===== config.mk =====
export PLATFORM = sky130hd
export DESIGN_NAME = pcpi_issuer
export DESIGN_NICKNAME = d
export VERILOG_FILES = /design/src/rtl/pcpi_pkg.sv /design/src/rtl/pcpi_timeout_ctr.sv /design/src/rtl/pcpi_issuer.sv
export SDC_FILE = /design/constraint.sdc
export NUM_CORES = 1
export LEC_CHECK = 0
export ABC_AREA = 0
export ABC_CLOCK_PERIOD_IN_PS = 1700
export BUFFER_PORTS_ARGS = -buffer_cell sky130_fd_sc_hd__buf_2
export CORE_UTILIZATION = 44
export DETAILED_ROUTE_END_ITERATION = 8
export PLACE_DENSITY = 0.77
export SLEW_MARGIN = 20
export SYNTH_ARGS = -nofsm -noshare
export SYNTH_HDL_FRONTEND = slang
export SYNTH_SLANG_ARGS = --single-unit

===== constraint.sdc =====
create_clock -name clk -period 1.7 [get_ports clk]
set_input_delay 0.255 -clock clk [delete_from_list [all_inputs] [get_ports clk]]
set_output_delay 0.255 -clock clk [all_outputs]
set_load 0.005 [all_outputs]

===== src/rtl/pcpi_pkg.sv =====
// Shared PCPI definitions: operand width, issuer state encoding and the
// response record also used by the coprocessor compare wrappers.
package pcpi_pkg;

    localparam int PCPI_XLEN = 32;

    typedef enum logic [1:0] {
        IDLE  = 2'd0,
        ISSUE = 2'd1,
        RESP  = 2'd2
    } pcpi_state_e;

    typedef struct packed {
        logic [PCPI_XLEN-1:0] rd;
        logic                 wr;
        logic                 illegal;
    } pcpi_rsp_t;

endpackage


===== src/rtl/pcpi_timeout_ctr.sv =====
// Saturating wait-free cycle counter; hit flags the last cycle before a
// PCPI request must be abandoned.
module pcpi_timeout_ctr #(
    parameter int LIMIT = 16,
    parameter int W     = 8
) (
    input  logic clk,
    input  logic rst_n,
    input  logic clear,
    input  logic enable,
    output logic hit
);

    logic [W-1:0] cnt_q, cnt_d;

    // Counter is held at zero outside its enable window so every issue starts fresh.
    always_comb begin
        cnt_d = cnt_q;
        if (!enable || clear) begin
            cnt_d = '0;
        end else if (cnt_q != '1) begin
            cnt_d = cnt_q + W'(1);
        end
    end

    always_ff @(posedge clk or negedge rst_n) begin
        if (!rst_n) begin
            cnt_q <= '0;
        end else begin
            cnt_q <= cnt_d;
        end
    end

    assign hit = (cnt_q == W'(LIMIT - 1));

endmodule


===== src/rtl/pcpi_issuer.sv =====
// PCPI initiator: issues one command to a coprocessor, returns its result.
// Timeout abort is built only when PCPI_ISSUER_TIMEOUT_EN is defined.
module pcpi_issuer
    import pcpi_pkg::*;
#(
    parameter int TIMEOUT_CYCLES = 16,
    parameter int CNT_W          = 8
) (
    input  logic                 clk,
    input  logic                 resetn,
    input  logic                 cmd_valid,
    output logic                 cmd_ready,
    input  logic [PCPI_XLEN-1:0] cmd_insn,
    input  logic [PCPI_XLEN-1:0] cmd_rs1,
    input  logic [PCPI_XLEN-1:0] cmd_rs2,
    output logic                 rsp_valid,
    input  logic                 rsp_ready,
    output logic [PCPI_XLEN-1:0] rsp_rd,
    output logic                 rsp_wr,
    output logic                 rsp_illegal,
    output logic                 pcpi_valid,
    output logic [PCPI_XLEN-1:0] pcpi_insn,
    output logic [PCPI_XLEN-1:0] pcpi_rs1,
    output logic [PCPI_XLEN-1:0] pcpi_rs2,
    input  logic                 pcpi_wr,
    input  logic [PCPI_XLEN-1:0] pcpi_rd,
    input  logic                 pcpi_wait,
    input  logic                 pcpi_ready
);

    pcpi_state_e          state_q, state_d;
    logic                 pcpi_valid_q, pcpi_valid_d;
    logic                 rsp_valid_q, rsp_valid_d;
    logic [PCPI_XLEN-1:0] insn_q, insn_d, rs1_q, rs1_d, rs2_q, rs2_d;
    pcpi_rsp_t            rsp_q, rsp_d;
    logic                 timeout_hit;

`ifdef PCPI_ISSUER_TIMEOUT_EN
    logic to_hit;

    pcpi_timeout_ctr #(
        .LIMIT (TIMEOUT_CYCLES),
        .W     (CNT_W)
    ) u_timeout (
        .clk    (clk),
        .rst_n  (resetn),
        .clear  (pcpi_wait),
        .enable (state_q == ISSUE),
        .hit    (to_hit)
    );

    assign timeout_hit = to_hit && !pcpi_wait;
    assign rsp_illegal = rsp_q.illegal;
`else
    logic unused_cfg;
    assign unused_cfg  = ^{pcpi_wait, rsp_q.illegal, TIMEOUT_CYCLES[0], CNT_W[0]};
    assign timeout_hit = 1'b0;
    assign rsp_illegal = 1'b0;
`endif

    always_comb begin
        state_d      = state_q;
        pcpi_valid_d = pcpi_valid_q;
        rsp_valid_d  = rsp_valid_q;
        insn_d       = insn_q;
        rs1_d        = rs1_q;
        rs2_d        = rs2_q;
        rsp_d        = rsp_q;
        case (state_q)
            IDLE: begin
                if (cmd_valid) begin
                    insn_d       = cmd_insn;
                    rs1_d        = cmd_rs1;
                    rs2_d        = cmd_rs2;
                    pcpi_valid_d = 1'b1;
                    state_d      = ISSUE;
                end
            end
            ISSUE: begin
                // A ready in the abort cycle still completes normally.
                if (pcpi_ready) begin
                    rsp_d        = '{rd: pcpi_rd, wr: pcpi_wr, illegal: 1'b0};
                    pcpi_valid_d = 1'b0;
                    rsp_valid_d  = 1'b1;
                    state_d      = RESP;
                end else if (timeout_hit) begin
                    rsp_d        = '{rd: '0, wr: 1'b0, illegal: 1'b1};
                    pcpi_valid_d = 1'b0;
                    rsp_valid_d  = 1'b1;
                    state_d      = RESP;
                end
            end
            RESP: begin
                if (rsp_ready) begin
                    rsp_valid_d = 1'b0;
                    state_d     = IDLE;
                end
            end
            default: begin
                pcpi_valid_d = 1'b0;
                rsp_valid_d  = 1'b0;
                state_d      = IDLE;
            end
        endcase
    end

    always_ff @(posedge clk or negedge resetn) begin
        if (!resetn) begin
            state_q      <= IDLE;
            pcpi_valid_q <= 1'b0;
            rsp_valid_q  <= 1'b0;
            insn_q       <= '0;
            rs1_q        <= '0;
            rs2_q        <= '0;
            rsp_q        <= '0;
        end else begin
            state_q      <= state_d;
            pcpi_valid_q <= pcpi_valid_d;
            rsp_valid_q  <= rsp_valid_d;
            insn_q       <= insn_d;
            rs1_q        <= rs1_d;
            rs2_q        <= rs2_d;
            rsp_q        <= rsp_d;
        end
    end

    assign cmd_ready  = (state_q == IDLE);
    assign pcpi_valid = pcpi_valid_q;
    assign pcpi_insn  = insn_q;
    assign pcpi_rs1   = rs1_q;
    assign pcpi_rs2   = rs2_q;
    assign rsp_valid  = rsp_valid_q;
    assign rsp_rd     = rsp_q.rd;
    assign rsp_wr     = rsp_q.wr;

endmodule


=== Word level (Yosys, flattened, before mapping) ===
Index checks and enable logic that the tools add are counted.

* Output and inout bits: 133
* Bits of input ports: 135
* Word-level logic and storage cells: 31
* Bits in registers: 133

* Multiplexer cells: 10
* Eq/ne operators: 5
* Bitwise gates (word level): 2
* Reductions and logical operators: 6

{| class="wikitable"
|+ Operator list
! operator !! number
|-
| 3-bit AND reduction || 3
|-
| 2-bit two-way mux || 3
|-
| 2-bit inequality test, second input constant || 3
|-
| 1-bit case mux with 3 select lines || 2
|-
| 2-bit case mux with 3 select lines || 1
|-
| 1-bit two-way mux || 4
|-
| 2-bit AND reduction || 2
|-
| 2-bit by 1-bit == test with 1-bit output, second input constant || 1
|-
| 2-bit == test, second input constant || 1
|-
| 2-bit zero test || 1
|-
| 1-bit NOT || 2
|}

=== Depth between registers and ports, before layout ===
* Word-level depth: 3
* Depth in mapped cells: 5
* Mapped depth without buffers: 3

=== Worst setup path after synthesis ===
No wires, ideal clock.

* Path type: flip-flop to flip-flop
* Start point: register state_q[0]
* End point: register insn_q[0], in the netlist pcpi_insn[0]
* Path buffers: 2
* Arrival time: 1.322 ns
* Path slack: 0.253 ns
* Cell stages (with the launch flop): 6
* Data required time: 1.575 ns
* Library setup time: 0.125 ns
* Cells stage by stage: dfrtp_1 > nand2b_4 > nor2_4 > buf_6 > buf_6 > mux2_4

* Word-level cells in the longest chain between the ends: 2

{| class="wikitable"
|+ RTL lines
! what !! line !! RTL
|-
| from (decl) || pcpi_issuer.sv:31 || <nowiki>pcpi_state_e state_q, state_d;</nowiki>
|-
| from (signal assigned) || pcpi_issuer.sv:117 || <nowiki>state_q <= state_d;</nowiki>
|-
| 2-bit zero test || pcpi_issuer.sv:69 || <nowiki>case (state_q)</nowiki>
|-
| 2-bit AND reduction (no line) || -- ||
|-
| to (signal assigned) || pcpi_issuer.sv:120 || <nowiki>insn_q <= insn_d;</nowiki>
|-
| to (decl) || pcpi_issuer.sv:34 || <nowiki>logic [PCPI_XLEN-1:0] insn_q, insn_d, rs1_q, rs1_d, rs2_q, rs2_d;</nowiki>
|}

Every way passes these cells.
A chain may end at the register's enable or synchronous reset.

=== Worst setup path after layout ===
* Start point: register state_q[0]
* End point: register rs2_q[19], in the netlist pcpi_rs2[19]

* Word-level cells in the longest chain between the ends: 2

{| class="wikitable"
|+ RTL lines
! what !! line !! RTL
|-
| 2-bit zero test || pcpi_issuer.sv:69 ||
|-
| 2-bit AND reduction (no line) || -- ||
|-
| to (signal assigned) || pcpi_issuer.sv:122 || <nowiki>rs2_q <= rs2_d;</nowiki>
|-
| to (decl) || pcpi_issuer.sv:34 ||
|}

Every way passes these cells.

==> flow_metrics.py <==
metrics = {
    "synth": {
        "async_flop_share": 1.00,
        "synth.area.top_cells": "dfrtp_1 65%, mux2_2 20%, mux2_4 12%",
        "netlist_area_mm2": 0.00513,
        "ys_seq_elements": 133,
        "ys_types": 18,
        "synth-main-ff-cell": "dfrtp_1",
        "synth_cells": 292,
        "syn-num-nets": 427,
        "netlist_top_cells_count": "133 x dfrtp_1, 89 x mux2_2, 40 x mux2_4",
        "synth_area_per_cell_um2": 17.6,
        "yosys.area.top_type_share": 0.648,
        "ys_seq_area_frac": 0.648,
        "yosysTopAreaCell": "dfrtp_1",
        "yosys_warnings": 0,
        "synth_edf_count": 0,
        "synth_most_common_cell": "dfrtp_1",
    },
    "setup_path": {
        "crit_buf_inv": 1,
        "critical_path_class": "flip-flop to flip-flop",
        "path_cells": "nand2b_4 > nor2_4 > buf_12 > mux2_2",
        "critical_path.max_fanout": 55,
        "ff2ff_setup_slack_ns": 0.16,
        "slowest_stage": "dfrtp_1",
        "max_stage_delay_ns": 0.39,
        "path_delay_family": "flip-flops",
        "start_kind": "flip-flop",
        "arrival_ns": 1.82,
        "end_kind": "flip-flop",
        "cp.required_ns": 1.98,
    },
    "global_routing": {
        "track_usage": 0.187,
        "grt_overflow": 0,
        "grt_pass1_vias": 3552,
        "grt_pass1_wl_mm": 16.7,
        "grt_max_degree": 67,
        "grt_antenna_before_repair": 0,
    },
    "floorplan": {
        "die-height_um": 110,
        "die_w_um": 110,
        "start_util": 0.451,
        "num_rows": 39,
        "pin_count": 268,
        "core_area_mm2": 0.0114,
        "die_area_mm2": 0.0121,
    },
    "placement": {
        "gp_congestion": 0.736,
        "io_buffers": 265,
        "dp_hpwl_mm": 8.28,
        "place_ws_ns": 0.173,
    },
    "clock_network": {
        "clock_latency_ns": 0.40,
        "cts_tree": "yes",
        "cts-root-buf": "clkbuf_16",
        "cts_sinks": 133,
        "clk_pin_slew_ns": 0.05,
        "clk_path_buf_depth": 2,
        "htree_levels": 4,
        "cts_inserted_buffers": 17,
    },
    "final_layout": {
        "area_delta_synth_final_pct": 42.1,
        "antenna_cells": 0,
        "fill_cells": 837,
        "layout-drive-gt1-share": 0.742,
        "fin_util": 0.641,
        "nets": 704,
    },
    "detailed_routing": {
        "drt_iter0_drc": 119,
        "ant_nets": 0,
        "drcViolationCount": 0,
        "num_vias": 3447,
        "wirelength_mm": 11.4,
        "vias_per_cell": 4.75,
        "routedWlPerCell_um": 15.7,
        "dr.pass1.iters": 4,
    },
    "power": {
        "power_density_mw_per_mm2": 2000,
        "vdd_drop_max_mv": 1.13,
        "report.power.total_mw": 14.6,
        "power.leakage_nw": 3.67,
    },
    "job": {
        "drv_cap": 0,
    },
    "sta": {
        "setup_viol": 0,
        "fin_ws_ns": 0.159,
        "rsz0062_at_grt": "no",
        "fmax_mhz": 649,
        "period_share": 0.906,
        "fin_skew_ns": 0.00550,
        "finalCriticalPeriod_ns": 1.54,
        "whs_ns": 0.0780,
        "hold_viol": 0,
        "setup-tns-final_ns": 0,
        "maxSlewViolCount": 0,
    },
    "hold_path": {
        "hp-class": "input port to flip-flop",
    },
    "run_status": {
        "status": "complete, no violations",
    },
}
placed cells by master (no fill, tap or decap), types with 2 or more instances in the layout:
cell        synthesis  final
a21oi_1             2      2
buf_12              0      5
buf_2               8    264
buf_4               1      2
bufinv_16           0      4
clkbuf_1            0      3
clkbuf_16           0     17
clkbuf_8            0      4
clkinv_2            0      2
clkinvlp_4          0      2
dfrtp_1           133    133
mux2_2             89     89
mux2_4             40     40
nand2_1             3      3
nor2_1              2      2
flip-flops by register name, summed over array words and instances (netlist names):
register / flops
rsp_rd: 32
pcpi_valid: 1
pcpi_rs1: 32
rsp_wr: 1
pcpi_insn: 32
state_q: 2
rsp_valid: 1
pcpi_rs2: 32
path summary, 6_finish.rpt:
| path | from | end | depth (start not counted) |
|---|---|---|---|
| setup / recovery | state_q[0] | pcpi_rs2[19] | 4 |
| hold / removal | cmd_rs2[11] | pcpi_rs2[11] | 2 |
| setup reg to reg | state_q[0] | pcpi_rs2[19] | 4 |
| hold reg to reg | rsp_rd[16] | rsp_rd[16] | 1 |
| max in group asynchronous | resetn | pcpi_rs2[14] | 3 |
| min in group asynchronous | resetn | pcpi_rs1[19] | 2 |
power breakdown:
part / internal (mW) / switching, mW / total, mW
sequential: 4.80 / 0.826 / 5.63
combinational: 3.18 / 1.93 / 5.11
clock: 2.61 / 1.26 / 3.87
total: 10.6 / 4.02 / 14.6
through the flow:
step / cell area, µm² / instances
4_1_cts: 7290 / 725
5_1_grt: 7290 / 725
6_report: 7290 / 725
2_1_floorplan: 5130 / 292
3_5_place_dp: 6640 / 692
3_3_place_gp: 6640 / 692
kinds of logic (layout without fill, tap and decap cells):
group | after synthesis | after routing | synth area share
buffers and inverters | 15 | 305 | 0.0210
AO/OA/AOI/OAI | 5 | 5 | 0.00561
multiplexers | 129 | 129 | 0.312
AND/OR/NAND/NOR | 9 | 9 | 0.0119
flip-flops | 133 | 133 | 0.648
other | 1 | 1 | 0.000731
per-layer routing:
metal	vias up	track usage	share of wire	wire [µm]
li1	1580	-	-	-
met1	1689	0.198	0.38	4340
met2	163	0.326	0.52	5860
met3	15	0.0723	0.088	998
met4	0	0.0886	0.014	161
met5	-	0	0	0
timing repair:
item / CTS / global route
hold buffers: 1 / 0
buffers inserted: 0 / 0
hold endpoints to repair: 23 / 0
setup endpoints to repair: 0 / 0
gates resized for setup: 0 / 0
final cells by class:
cell class | count | area (µm²) | share of cell area
Sequential cell | 133 | 3330 | 0.456
Multi-Input combinational cell | 144 | 1700 | 0.233
Timing Repair Buffer | 272 | 1450 | 0.198
Clock buffer | 24 | 492 | 0.0674
Tap cell | 143 | 179 | 0.0245
Clock inverter | 8 | 145 | 0.0199
Inverter | 1 | 3.75 | 0.000515
No activity file was read; power rests on OpenSTA's default activity.
